### src/rtl/multicycle_ctrl_fsm_pkg.sv
// Shared opcodes, funct7 selectors, ALU control codes and FSM state encoding
// for the multicycle controller.
package multicycle_ctrl_fsm_pkg;

    localparam logic [6:0] OP_SW  = 7'b0100011;
    localparam logic [6:0] OP_LW  = 7'b0000011;
    localparam logic [6:0] OP_IMM = 7'b0010011;
    localparam logic [6:0] OP_BEQ = 7'b1100011;
    localparam logic [6:0] OP_RR  = 7'b0110011;

    localparam logic [6:0] F7_BASE = 7'b0000000;
    localparam logic [6:0] F7_ALT  = 7'b0100000;

    localparam logic [3:0] ALU_ADD = 4'b0010;
    localparam logic [3:0] ALU_SUB = 4'b0110;
    localparam logic [3:0] ALU_SLT = 4'b0111;
    localparam logic [3:0] ALU_XOR = 4'b1101;
    localparam logic [3:0] ALU_OR  = 4'b0001;
    localparam logic [3:0] ALU_AND = 4'b0000;
    localparam logic [3:0] ALU_SLL = 4'b1001;
    localparam logic [3:0] ALU_SRL = 4'b1000;
    localparam logic [3:0] ALU_SRA = 4'b1010;

    typedef enum logic [2:0] {
        ST_IF  = 3'd0,
        ST_ID  = 3'd1,
        ST_EX  = 3'd2,
        ST_MEM = 3'd3,
        ST_WB  = 3'd4
    } state_t;

endpackage

### src/rtl/multicycle_ctrl_fsm_alu_ctrl_decoder.sv
// ALU control decode from opcode/funct3/funct7; purely combinational, no
// handshake. Anything not explicitly decoded falls back to ADD.
module alu_ctrl_decoder
    import multicycle_ctrl_fsm_pkg::*;
#(
    parameter logic [6:0] P_SW  = OP_SW,
    parameter logic [6:0] P_LW  = OP_LW,
    parameter logic [6:0] P_IMM = OP_IMM,
    parameter logic [6:0] P_BEQ = OP_BEQ,
    parameter logic [6:0] P_RR  = OP_RR
) (
    input  logic [6:0] i_opcode,
    input  logic [2:0] i_funct3,
    input  logic [6:0] i_funct7,
    output logic [3:0] o_alu_ctrl
);

    always_comb begin
        o_alu_ctrl = ALU_ADD;
        if (i_opcode == P_BEQ) begin
            o_alu_ctrl = ALU_SUB;
        end else if ((i_opcode == P_LW) || (i_opcode == P_SW)) begin
            o_alu_ctrl = ALU_ADD;
        end else if (i_opcode == P_RR) begin
            // Register-register ops need an exact funct7 match.
            case (i_funct3)
                3'b000: begin
                    if (i_funct7 == F7_ALT)       o_alu_ctrl = ALU_SUB;
                    else if (i_funct7 == F7_BASE) o_alu_ctrl = ALU_ADD;
                end
                3'b001: if (i_funct7 == F7_BASE) o_alu_ctrl = ALU_SLL;
                3'b010: if (i_funct7 == F7_BASE) o_alu_ctrl = ALU_SLT;
                3'b100: if (i_funct7 == F7_BASE) o_alu_ctrl = ALU_XOR;
                3'b101: begin
                    if (i_funct7 == F7_ALT)       o_alu_ctrl = ALU_SRA;
                    else if (i_funct7 == F7_BASE) o_alu_ctrl = ALU_SRL;
                end
                3'b110: if (i_funct7 == F7_BASE) o_alu_ctrl = ALU_OR;
                3'b111: if (i_funct7 == F7_BASE) o_alu_ctrl = ALU_AND;
                default: o_alu_ctrl = ALU_ADD;
            endcase
        end else if (i_opcode == P_IMM) begin
            // Upper immediate bits only matter for the right-shift pair.
            case (i_funct3)
                3'b000: o_alu_ctrl = ALU_ADD;
                3'b001: o_alu_ctrl = ALU_SLL;
                3'b010: o_alu_ctrl = ALU_SLT;
                3'b100: o_alu_ctrl = ALU_XOR;
                3'b101: begin
                    if (i_funct7 == F7_ALT)       o_alu_ctrl = ALU_SRA;
                    else if (i_funct7 == F7_BASE) o_alu_ctrl = ALU_SRL;
                end
                3'b110: o_alu_ctrl = ALU_OR;
                3'b111: o_alu_ctrl = ALU_AND;
                default: o_alu_ctrl = ALU_ADD;
            endcase
        end
    end

endmodule

### src/rtl/multicycle_ctrl_fsm.sv
// Five-state multicycle control unit (IF/ID/EX/MEM/WB), 5 cycles per instruction.
// No backpressure: walks the fixed sequence unconditionally; decode uses the latched IR.
module multicycle_ctrl_fsm
    import multicycle_ctrl_fsm_pkg::*;
#(
    parameter logic [6:0] SW        = OP_SW,
    parameter logic [6:0] LW        = OP_LW,
    parameter logic [6:0] IMMEDIATE = OP_IMM,
    parameter logic [6:0] BEQ       = OP_BEQ,
    parameter logic [6:0] RR        = OP_RR
) (
    input  logic        clk,
    input  logic        rst,
    input  logic [31:0] instr,
    input  logic        Zero,
    output logic        ALUSrc,
    output logic [3:0]  ALUCtrl,
    output logic        RegWrite,
    output logic        MemToReg,
    output logic        loadPC,
    output logic        PCSrc,
    output logic        MemRead,
    output logic        MemWrite,
    output logic [2:0]  state
);

    state_t      r_state;
    state_t      w_next_state;
    logic [31:0] r_ir;
    logic        r_zero;

    logic [6:0]  w_opcode;
    logic        w_is_lw;
    logic        w_is_sw;
    logic        w_is_imm;
    logic        w_is_rr;
    logic        w_is_beq;
    logic        w_unused_ir;

    assign w_opcode    = r_ir[6:0];
    assign w_is_lw     = (w_opcode == LW);
    assign w_is_sw     = (w_opcode == SW);
    assign w_is_imm    = (w_opcode == IMMEDIATE);
    assign w_is_rr     = (w_opcode == RR);
    assign w_is_beq    = (w_opcode == BEQ);
    assign w_unused_ir = ^{r_ir[24:15], r_ir[11:7]};

    always_ff @(posedge clk) begin
        if (!rst) begin
            r_state <= ST_IF;
            r_ir    <= '0;
            r_zero  <= 1'b0;
        end else begin
            r_state <= w_next_state;
            if (r_state == ST_IF) r_ir   <= instr;
            if (r_state == ST_EX) r_zero <= Zero;
        end
    end

    // Strobes depend only on registered state and IR, so they cannot glitch.
    always_comb begin
        w_next_state = ST_IF;
        RegWrite     = 1'b0;
        MemRead      = 1'b0;
        MemWrite     = 1'b0;
        loadPC       = 1'b0;
        PCSrc        = 1'b0;
        case (r_state)
            ST_IF:  w_next_state = ST_ID;
            ST_ID:  w_next_state = ST_EX;
            ST_EX:  w_next_state = ST_MEM;
            ST_MEM: begin
                w_next_state = ST_WB;
                MemWrite     = w_is_sw;
                MemRead      = w_is_lw;
            end
            ST_WB: begin
                w_next_state = ST_IF;
                RegWrite     = w_is_lw | w_is_rr | w_is_imm;
                MemRead      = w_is_lw;
                loadPC       = 1'b1;
                PCSrc        = w_is_beq & r_zero;
            end
            default: w_next_state = ST_IF;
        endcase
    end

    assign ALUSrc   = w_is_lw | w_is_sw | w_is_imm;
    assign MemToReg = w_is_lw;
    assign state    = r_state;

    alu_ctrl_decoder #(
        .P_SW  (SW),
        .P_LW  (LW),
        .P_IMM (IMMEDIATE),
        .P_BEQ (BEQ),
        .P_RR  (RR)
    ) u_alu_ctrl_decoder (
        .i_opcode   (r_ir[6:0]),
        .i_funct3   (r_ir[14:12]),
        .i_funct7   (r_ir[31:25]),
        .o_alu_ctrl (ALUCtrl)
    );

endmodule

### config.mk
export PLATFORM = sky130hd
export DESIGN_NAME = multicycle_ctrl_fsm
export DESIGN_NICKNAME = d
export VERILOG_FILES = /design/src/rtl/multicycle_ctrl_fsm_pkg.sv /design/src/rtl/multicycle_ctrl_fsm_alu_ctrl_decoder.sv /design/src/rtl/multicycle_ctrl_fsm.sv
export SDC_FILE = /design/constraint.sdc
export NUM_CORES = 1
export LEC_CHECK = 0
export CAP_MARGIN = 20
export CORE_MARGIN = 5
export CORE_UTILIZATION = 43
export CTS_CLUSTER_SIZE = 24
export DETAILED_ROUTE_END_ITERATION = 8
export PLACE_DENSITY = 0.83
export RECOVER_POWER = 25
export SYNTH_ARGS = -nofsm -noshare
export SYNTH_HDL_FRONTEND = slang
export SYNTH_SLANG_ARGS = --single-unit
### constraint.sdc
create_clock -name clk -period 3.45 [get_ports clk]
set_input_delay 0.69 -clock clk [delete_from_list [all_inputs] [get_ports clk]]
set_output_delay 0.69 -clock clk [all_outputs]
set_load 0.01 [all_outputs]
# Yosys cells after proc, flatten, opt, wreduce, memory -nomap -nowiden
# Index checks and enable logic that the tools add are counted.
# W data, S select, Z words.
# classes
order_cmp,0
multipliers,0
mux,20
add_sub_neg,0
n_shift,0
n_bitwise,5
n_reduce_logical,5
div_mod_pow,0
n_eq_ne,16
# ops
cell,n
$mux W4,8
$pmux W4 S7,1
$pmux W4 S6,1
$eq A7 B6 Y1 const B,3
$eq A3 B3 Y1 const B,5
$pmux W3 S4,1
$eq A3 B2 Y1 const B,3
$eq A7 B2 Y1 const B,1
$eq A7 B5 Y1 const B,1
$eq A7 B7 Y1 const B,1
$logic_not A7 Y1,1
$eq A3 B1 Y1 const B,2
$logic_not A3 Y1,2
$mux W3,2
$mux W1,5
$mux W2,2
$or A1 B1 Y1,4
$reduce_or A2 Y1,1
$and A1 B1 Y1,1
$logic_or A1 B1 Y1,1
# totals
romBits,0
ramBits,0
elab_cells,49
out_inout_bits,14
latch_bits,0
in_bits,35
register_bits,36
mem_count,0

# Depth between registers and ports, before layout
# depth
depth_word,8
ltp_mapped,6
depth_no_buf,3

# Modules after synthesis
# From an unflattened synthesis, not the netlist that was laid out.
# hier_totals
hier_cells,135
area_unflattened_um2,1156.1
# by_module_without_submodules
module,cells_per_inst,area_each_um2,n_inst,seq_area_each_um2
multicycle_ctrl_fsm,102,950.9,1,420.4
alu_ctrl_decoder,33,205.2,1,0.0

# Worst setup path after synthesis
# OpenSTA, ideal clock, no wires.
# synth_timing
path_kind,reg-to-output
from,register r_state[1] (netlist: state[1])
to,output port MemRead
path_buffers,0
required_time_ns,2.760
path_stages_with_launch,3
setup_slack_ns,1.403
arrival_time_ns,1.357
path_cell_list,dfxtp_1 > nand3b_1 > a2111oi_0
# synth_between
elab_chain_cells,3
elab_cells_between_ends,4
classes_between,2 x eq/ne; 1 x mux; 1 x reduce/logical
# synth_lines
item,line,text
start: declaration,multicycle_ctrl_fsm.sv:27,state_t r_state;
start signal: assignment,multicycle_ctrl_fsm.sv:54,r_state <= w_next_state;
$eq A3 B2 Y1 or $eq A3 B3 Y1 (tied branches),multicycle_ctrl_fsm.sv:68,case (r_state)
$reduce_or A2 Y1 (no source line) *,n/a,
$mux W1 *,multicycle_ctrl_fsm.sv:68,
end: declaration,multicycle_ctrl_fsm.sv:22,"output logic MemRead,"
# Mark *: on every way between the ends. The rest lies on a longest branch, timed or not.

# Final worst setup path
# layout_timing
from,register r_ir[31]
to,output port ALUCtrl[3]
# layout_between
elab_chain_cells,8
elab_cells_between_ends,12
classes_between,1 x eq/ne; 10 x mux; 1 x reduce/logical
# layout_lines
item,line,text
start: declaration,multicycle_ctrl_fsm.sv:29,logic [31:0] r_ir;
start signal: assignment,multicycle_ctrl_fsm.sv:55,if (r_state == ST_IF) r_ir <= instr;
$logic_not A7 Y1,n/a,
$mux W4,"multicycle_ctrl_fsm_alu_ctrl_decoder.sv:36, multicycle_ctrl_fsm_alu_ctrl_decoder.sv:51",
$mux W4,"multicycle_ctrl_fsm_alu_ctrl_decoder.sv:35, multicycle_ctrl_fsm_alu_ctrl_decoder.sv:50",
$pmux W4 S6,multicycle_ctrl_fsm_alu_ctrl_decoder.sv:44,case (i_funct3)
$mux W4,multicycle_ctrl_fsm_alu_ctrl_decoder.sv:42,end else if (i_opcode == P_IMM) begin
$mux W4 *,multicycle_ctrl_fsm_alu_ctrl_decoder.sv:24,end else if (i_opcode == P_RR) begin
$mux W4 *,multicycle_ctrl_fsm_alu_ctrl_decoder.sv:22,end else if ((i_opcode == P_LW) || (i_opcode == P_SW)) begin
$mux W4 *,multicycle_ctrl_fsm_alu_ctrl_decoder.sv:20,if (i_opcode == P_BEQ) begin
end: declaration,multicycle_ctrl_fsm.sv:17,"output logic [3:0] ALUCtrl,"
# Marks and branches as above.

==> metrics <==
num rows 17; GRT Util Overall 13.58%; non-filler cells, final 192; multi-input logic area 554.3 sq um; Final WS setup 0.6069 ns; Sink Count 21; Seq. cell area 420.4 sq um; Setup TNS Final 0 ns; Die Ht 59.26 um; initial antenna violation count 0; largest area contributor in the netlist dfxtp_1; drt first pass iters 4; layout cell share with drive strength beyond 1 3.659%; Die ar. 3512 sq um; most frequent cells after synthesis 34 x nand2_1, 21 x dfxtp_1, 19 x a21oi_1; Req. time, crit path 2.76 ns; final core occ 61.10%; Starting Density 46.28%; Die Wd 59.26 um; top cell type's share of synthesized area 40.29%; period utilization 82.41%; Power per Cell Area 388.8 nW/um^2; maximum VDD drop 0.2485 mV; CTS buffer count 3; Clk Latency, worst-skew pair 0.31 ns; Final nets 200; largest net degree at the start of global routing 20; via count 1025; Post-synth top flop dfxtp_1; Pins Over Slew Limit 0; CTS root buf clkbuf_4; Post-synth EDFFs 0; Post-Syn Area per Cell 7.730 sq um; pre-CTS setup slack 0.9621 ns; Synth async-reset ratio 0%; final wirelength 2.432 mm; Mapped Area 1044 sq um; post-detail-place hpwl 1.799 mm; Synth Register Bits 21; Worst Path Buf+Inv 1; area grow syn2layout 32.01%; CP Cell Sequence nor4_1 > nor4bb_1 > o211a_1 > clkdlybuf4s50_1; Tightest Pin Transition 0.6111 ns; Rel. slew slack 59.13%; Placed Cells 188; Seq pwr share 55.1%; cts hold-fix bufs 0; Synth Warn # 0; routability cong. 0.7710; Static Leak 0.0005236 uW; Crit. End Element output pin; wire per inst 12.67 um; worst-path fanout max 3; Fmax achieved 351.7 MHz; worst hold path type reg -> reg; Post-Layout Inst Area 1378 sq um; number of diodes 0; vias in the first global route 904; I/O Pins 49; Post-Syn Instances 135; CP max stage delay 0.53 ns; post-CTS setup buffer count 0; cell-internal power 372.7 uW; Switching Share 30.42%; Setup-failing EPs final 0; post-CTS sizing 0; Worst Path Arrival 2.15 ns; final hold vios 0; RSZ-0062 raised after global routing no; PortBufs 33; Clock Skews 0.003329 ns; first-pass GRT wire length 3.663 mm; Tmin final 2.843 ns; Critical-path top delay cell clkdlybuf4s50_1; status finished clean; Clk pwr share 21.8%; antenna-violating nets left 0; TritonCTS clock tree yes; Vias/cell 5.339; DRC Markers 0; max_cap viols 0; Core Region 2255 sq um; synth unique cells 36; dominant cell by count in the synthesized netlist nand2_1; gr ovfl total 0; CTS Buffer Depth 2; Switch Pwr 162.9 uW; synth top area cells dfxtp_1 40%, nand2_1 12%, a21oi_1 9.1%; Worst Setup Path Type reg -> out; sequential area share after synthesis 40.29%; combinational power share 23.1%; Worst-path clk slew 0.11 ns; Critical Path Source Type register; family with the most delay on the worst path simple AND/OR/NAND/NOR gates; Post-Place Cell Area 1351 sq um; CTS H-Tree Depth 1; Mapped Nets 170; Fill cells 212; 1st-iter DRT viols 27
## cell usage in the layout, fill, tap and decap left out, drive strengths merged
cell type,instances
or3,1
nor2b,3
and3b,1
nor3b,1
nor2,12
and2,1
a2111oi,1
xor2,1
nor4,2
xnor2,3
nor4bb,2
a32oi,1
nand2,35
o22ai,1
inv,2
nand3,2
nand3b,1
clkbuf,4
nor3,5
nand2b,2
clkinv,1
nand4,1
a21boi,1
clkdlybuf4s50,32
o221ai,1
a21oi,19
and4bb,1
o21ai,2
mux2i,1
dfxtp,21
dlygate4sd3,1
o211a,2
## flip-flops by register name, indices dropped and copies added, names as in the netlist
name and count:
r_ir 17, r_zero 1, state 3
## metal layers
| metal | part of all wire (%) | GRT usage [%] | up-vias |
|---|---|---|---|
| met1 | 43 | 15.00 | 469 |
| met4 | 2.4 | 9.385 | 0 |
| met5 | 0 | 0 | - |
| met2 | 50 | 23.71 | 29 |
| li1 | - | - | 522 |
| met3 | 4.5 | 1.743 | 5 |
## path summary, 6_finish.rpt
| kind | from | end | slack (ns) | cells after the start |
|---|---|---|---|---|
| max | r_ir[31] | ALUCtrl[3] | 0.61 | 4 |
| min | r_ir[31] | r_ir[31] | 0.46 | 2 |
| max reg2reg | state[0] | r_ir[2] | 2.02 | 3 |
| min reg2reg | r_ir[31] | r_ir[31] | 0.46 | 2 |
## through the flow
stage / hold WS, ns / total power, uW
3_3_place_gp: 0.4428 / 416.0
2_1_floorplan: 0.4360 / 387.4
4_1_cts: 0.4648 / 538.3
6_report: 0.4630 / 535.7
5_1_grt: 0.4799 / 561.0
3_5_place_dp: 0.4474 / 424.2
## worst reg2reg max path, cell delays in order, from the launching register on
cell and delay (ns):
dfxtp_1 0.56, or3_1 0.52, nand2_1 0.12, a21oi_1 0.16
## logic make-up after synthesis
family | share of synthesized area [%]
AOI/OAI and AO/OA | 15.83
and+or+nand+nor | 32.98
DFF | 40.29
xor gates and xnor gates | 3.358
buffers and inverters | 6.594
muxes | 0.9593
## cell type report
type                    instances  area share (%)
well taps                      28           2.543
repair buffers                 33           23.98
flip-flops and latches         21           30.52
multi-input cells             103           40.24
clock buffers                   4           1.907
inverters                       3          0.8174
## power groups by stage
stage / Sequential (uW) / Clock [uW] / Combinational (uW)
after floorplan: 287 / 0 / 101
after global placement: 297 / 0 / 119
after detailed placement: 300 / 0 / 124
after CTS: 294 / 120 / 125
after global routing: 299 / 126 / 136
final: 295 / 117 / 124
Power figures use the tool's default switching activity.
==> RTL change: new RTL, same settings <==
Make the reset (`rst`) asynchronous in one clocked block.
--- a/src/rtl/multicycle_ctrl_fsm.sv
+++ b/src/rtl/multicycle_ctrl_fsm.sv
@@ -45,7 +45,7 @@
     assign w_is_beq    = (w_opcode == BEQ);
     assign w_unused_ir = ^{r_ir[24:15], r_ir[11:7]};
 
-    always_ff @(posedge clk) begin
+    always_ff @(posedge clk or negedge rst) begin
         if (!rst) begin
             r_state <= ST_IF;
             r_ir    <= '0;
Formal check against the unedited RTL: differs if rst is asserted again (counterexample within 4 cycles, from zero or initial values and one cycle with rst low); with rst held inactive, the same outputs for 10 cycles.
==> RTL change against the original RTL <==
Area after synthesis is 0.96% higher; sequential cell count stayed put; non-clock buffer count is 1 higher; final cell count is 20% lower; wire length is 15% lower; first-iteration DRC count is 56% lower; design area is 4.5% higher; die area is 0.79% higher; worst setup slack worse by 0.40 ns.
Power is not compared: it rests on default switching activity, and its combinational part moved more than twofold at a synthesized area within 25%.
==> RTL change: results (changes against the original RTL) <==
[final_layout]
nets=160  ; -20%
regMostFlops=r_ir
num_antenna_cells=0  ; unchanged
largest_reg_flops=17  ; unchanged
drive_above_1_share_pct=22.6  ; +19 points

[clocking]
cts_setup_buffers=0  ; unchanged
clk_pin_slew_worst_paths_ns=0.11  ; about the same
cts-root-buf=clkbuf_4
cts_buffers=3  ; unchanged
cts_buffer_depth=2  ; unchanged
clock_latency_ns=0.29  ; -0.02 ns
h-tree-depth=1  ; unchanged
cts_resized=0  ; unchanged

[global_route]
grt_max_degree=22  ; +10%
grt_pass1_vias=848  ; -6.2%
antenna_found_initial=0  ; unchanged
grt_pass1_wl_um=3530  ; -3.8%
grt_use_total_pct=13.1  ; -0.51 points

[sta]
slew_headroom_pct=41.6  ; -18 points
skew_ns=0.00349  ; +0.000161 ns

[logic_synthesis]
synth.yosys.seq_area_share_pct=49.9  ; +9.6 points
syn_nets=124  ; -27%
yosys-top-cells-area=dfrtp_1, mux2_2, o41ai_2
yosys_warnings=0  ; unchanged
async_reset_ff_share_pct=100  ; +100 points
yosys-top-cells-count=dfrtp_1, mux2_2, nor2_1
ys_types=29  ; -19%

[placed_design]
gp_congestion=0.738  ; -4.2%
numPortBuffers=33  ; unchanged
hpwlAfterDp_um=1750  ; -2.9%
placed_cell_area_mm2=0.00142  ; +4.8%

[worst_setup_path]
r2r_cells=3  ; unchanged
worstPathArrival_ns=2.55  ; +0.40 ns
worst-path-max-fanout=3  ; unchanged
slowest_stage=clkdlybuf4s50_1
max_stage_delay_ns=0.57  ; +0.04 ns

[floorplanning]
coreArea_mm2=0.00241  ; +6.9%

[drt]
wirelength_um=2080  ; -15%
dr.first_iter.drc_count=12  ; -56%
drt_first_pass_iters=4  ; unchanged
viasPerCell=5.40  ; +1.2%

[power_and_ir_drop]
swShare_pct=22.4
p_leak_nw=0.557
irDropWorstVdd_uv=224

[outcome]
status=finished clean

[min_path]
hp-class=reg2reg
whs_path_depth=1  ; -1

==> RTL change: cell types whose count changed after synthesis, moves of 3 or more <==
cell     unedited run  this run
a21oi_1            19         1
buf_2               4         1
dfrtp_1             0        21
dfxtp_1            21         0
mux2_2              0        18
nand2_1            34         5
nor2_1             12         7
==> RTL change: worst max-delay path: cells and delay by family, from the launching register on <==
family | cells | cell delay [ns]
AOI/OAI and AO/OA | 2 | 0.60
and+or+nand+nor | 2 | 0.69
buffers and inverters | 1 | 0.57
DFF | 1 | 0.39
==> RTL change: final timing paths <==
check                              start    endpoint  slack, ns
worst min register to register   r_ir[1]     r_ir[1]       0.51
worst max register to register  state[2]     r_ir[4]       1.63
worst max-delay path            r_ir[26]  ALUCtrl[3]       0.21
worst min-delay path             r_ir[1]     r_ir[1]       0.51
min in group asynchronous            rst    r_ir[31]       0.88
max in group asynchronous            rst    r_ir[28]       2.04
==> RTL change: stage by stage <==
stage,cells,util (%),power (mW),setup slack [ns],hold slack [ns]
finish,154,59.8,0.429,0.206,0.511
global route,154,59.8,0.452,0.0715,0.546
CTS,154,59.9,0.436,0.170,0.517
detailed placement,150,58.8,0.324,0.529,0.492
global placement,150,58.8,0.321,0.580,0.486
floorplan,89,-,0.290,1.16,0.394
==> RTL change: cells by family after synthesis <==
| family | count (synthesis) | synth area share (%) |
|---|---|---|
| AND/OR/NAND/NOR | 32 | 17.9 |
| buffers and inverters | 4 | 1.54 |
| XOR/XNOR | 2 | 1.66 |
| AO/OA/AOI/OAI | 12 | 9.74 |
| multiplexers | 18 | 19.2 |
| flip-flops | 21 | 49.9 |
==> RTL change: power by group through the flow <==
stage | logic (mW) | registers, mW | clock network (mW)
final | 0.0493 | 0.268 | 0.112
after global routing | 0.0546 | 0.270 | 0.128
after detailed placement | 0.0504 | 0.273 | 0
after floorplan | 0.0225 | 0.268 | 0
after CTS | 0.0505 | 0.268 | 0.117
after global placement | 0.0483 | 0.272 | 0
==> RTL change: layout make-up <==
| cell class | instances | area (um^2) |
|---|---|---|
| Sequential cell | 21 | 526 |
| Tap cell | 30 | 37.5 |
| Inverter | 1 | 3.75 |
| Multi-Input combinational cell | 64 | 512 |
| Clock buffer | 3 | 22.5 |
| Fill cell | 209 | 970 |
| Clock inverter | 1 | 5.00 |
| Timing Repair Buffer | 34 | 334 |
==> RTL change: routing by layer <==
layer | GRT usage, % | vias up | share of wire [%]
li1 | - | 399 | -
met1 | 16.0 | 410 | 42
met2 | 22.2 | 21 | 53
met3 | 2.61 | 2 | 5.0
met4 | 5.70 | 0 | 0.63
met5 | 0 | - | 0
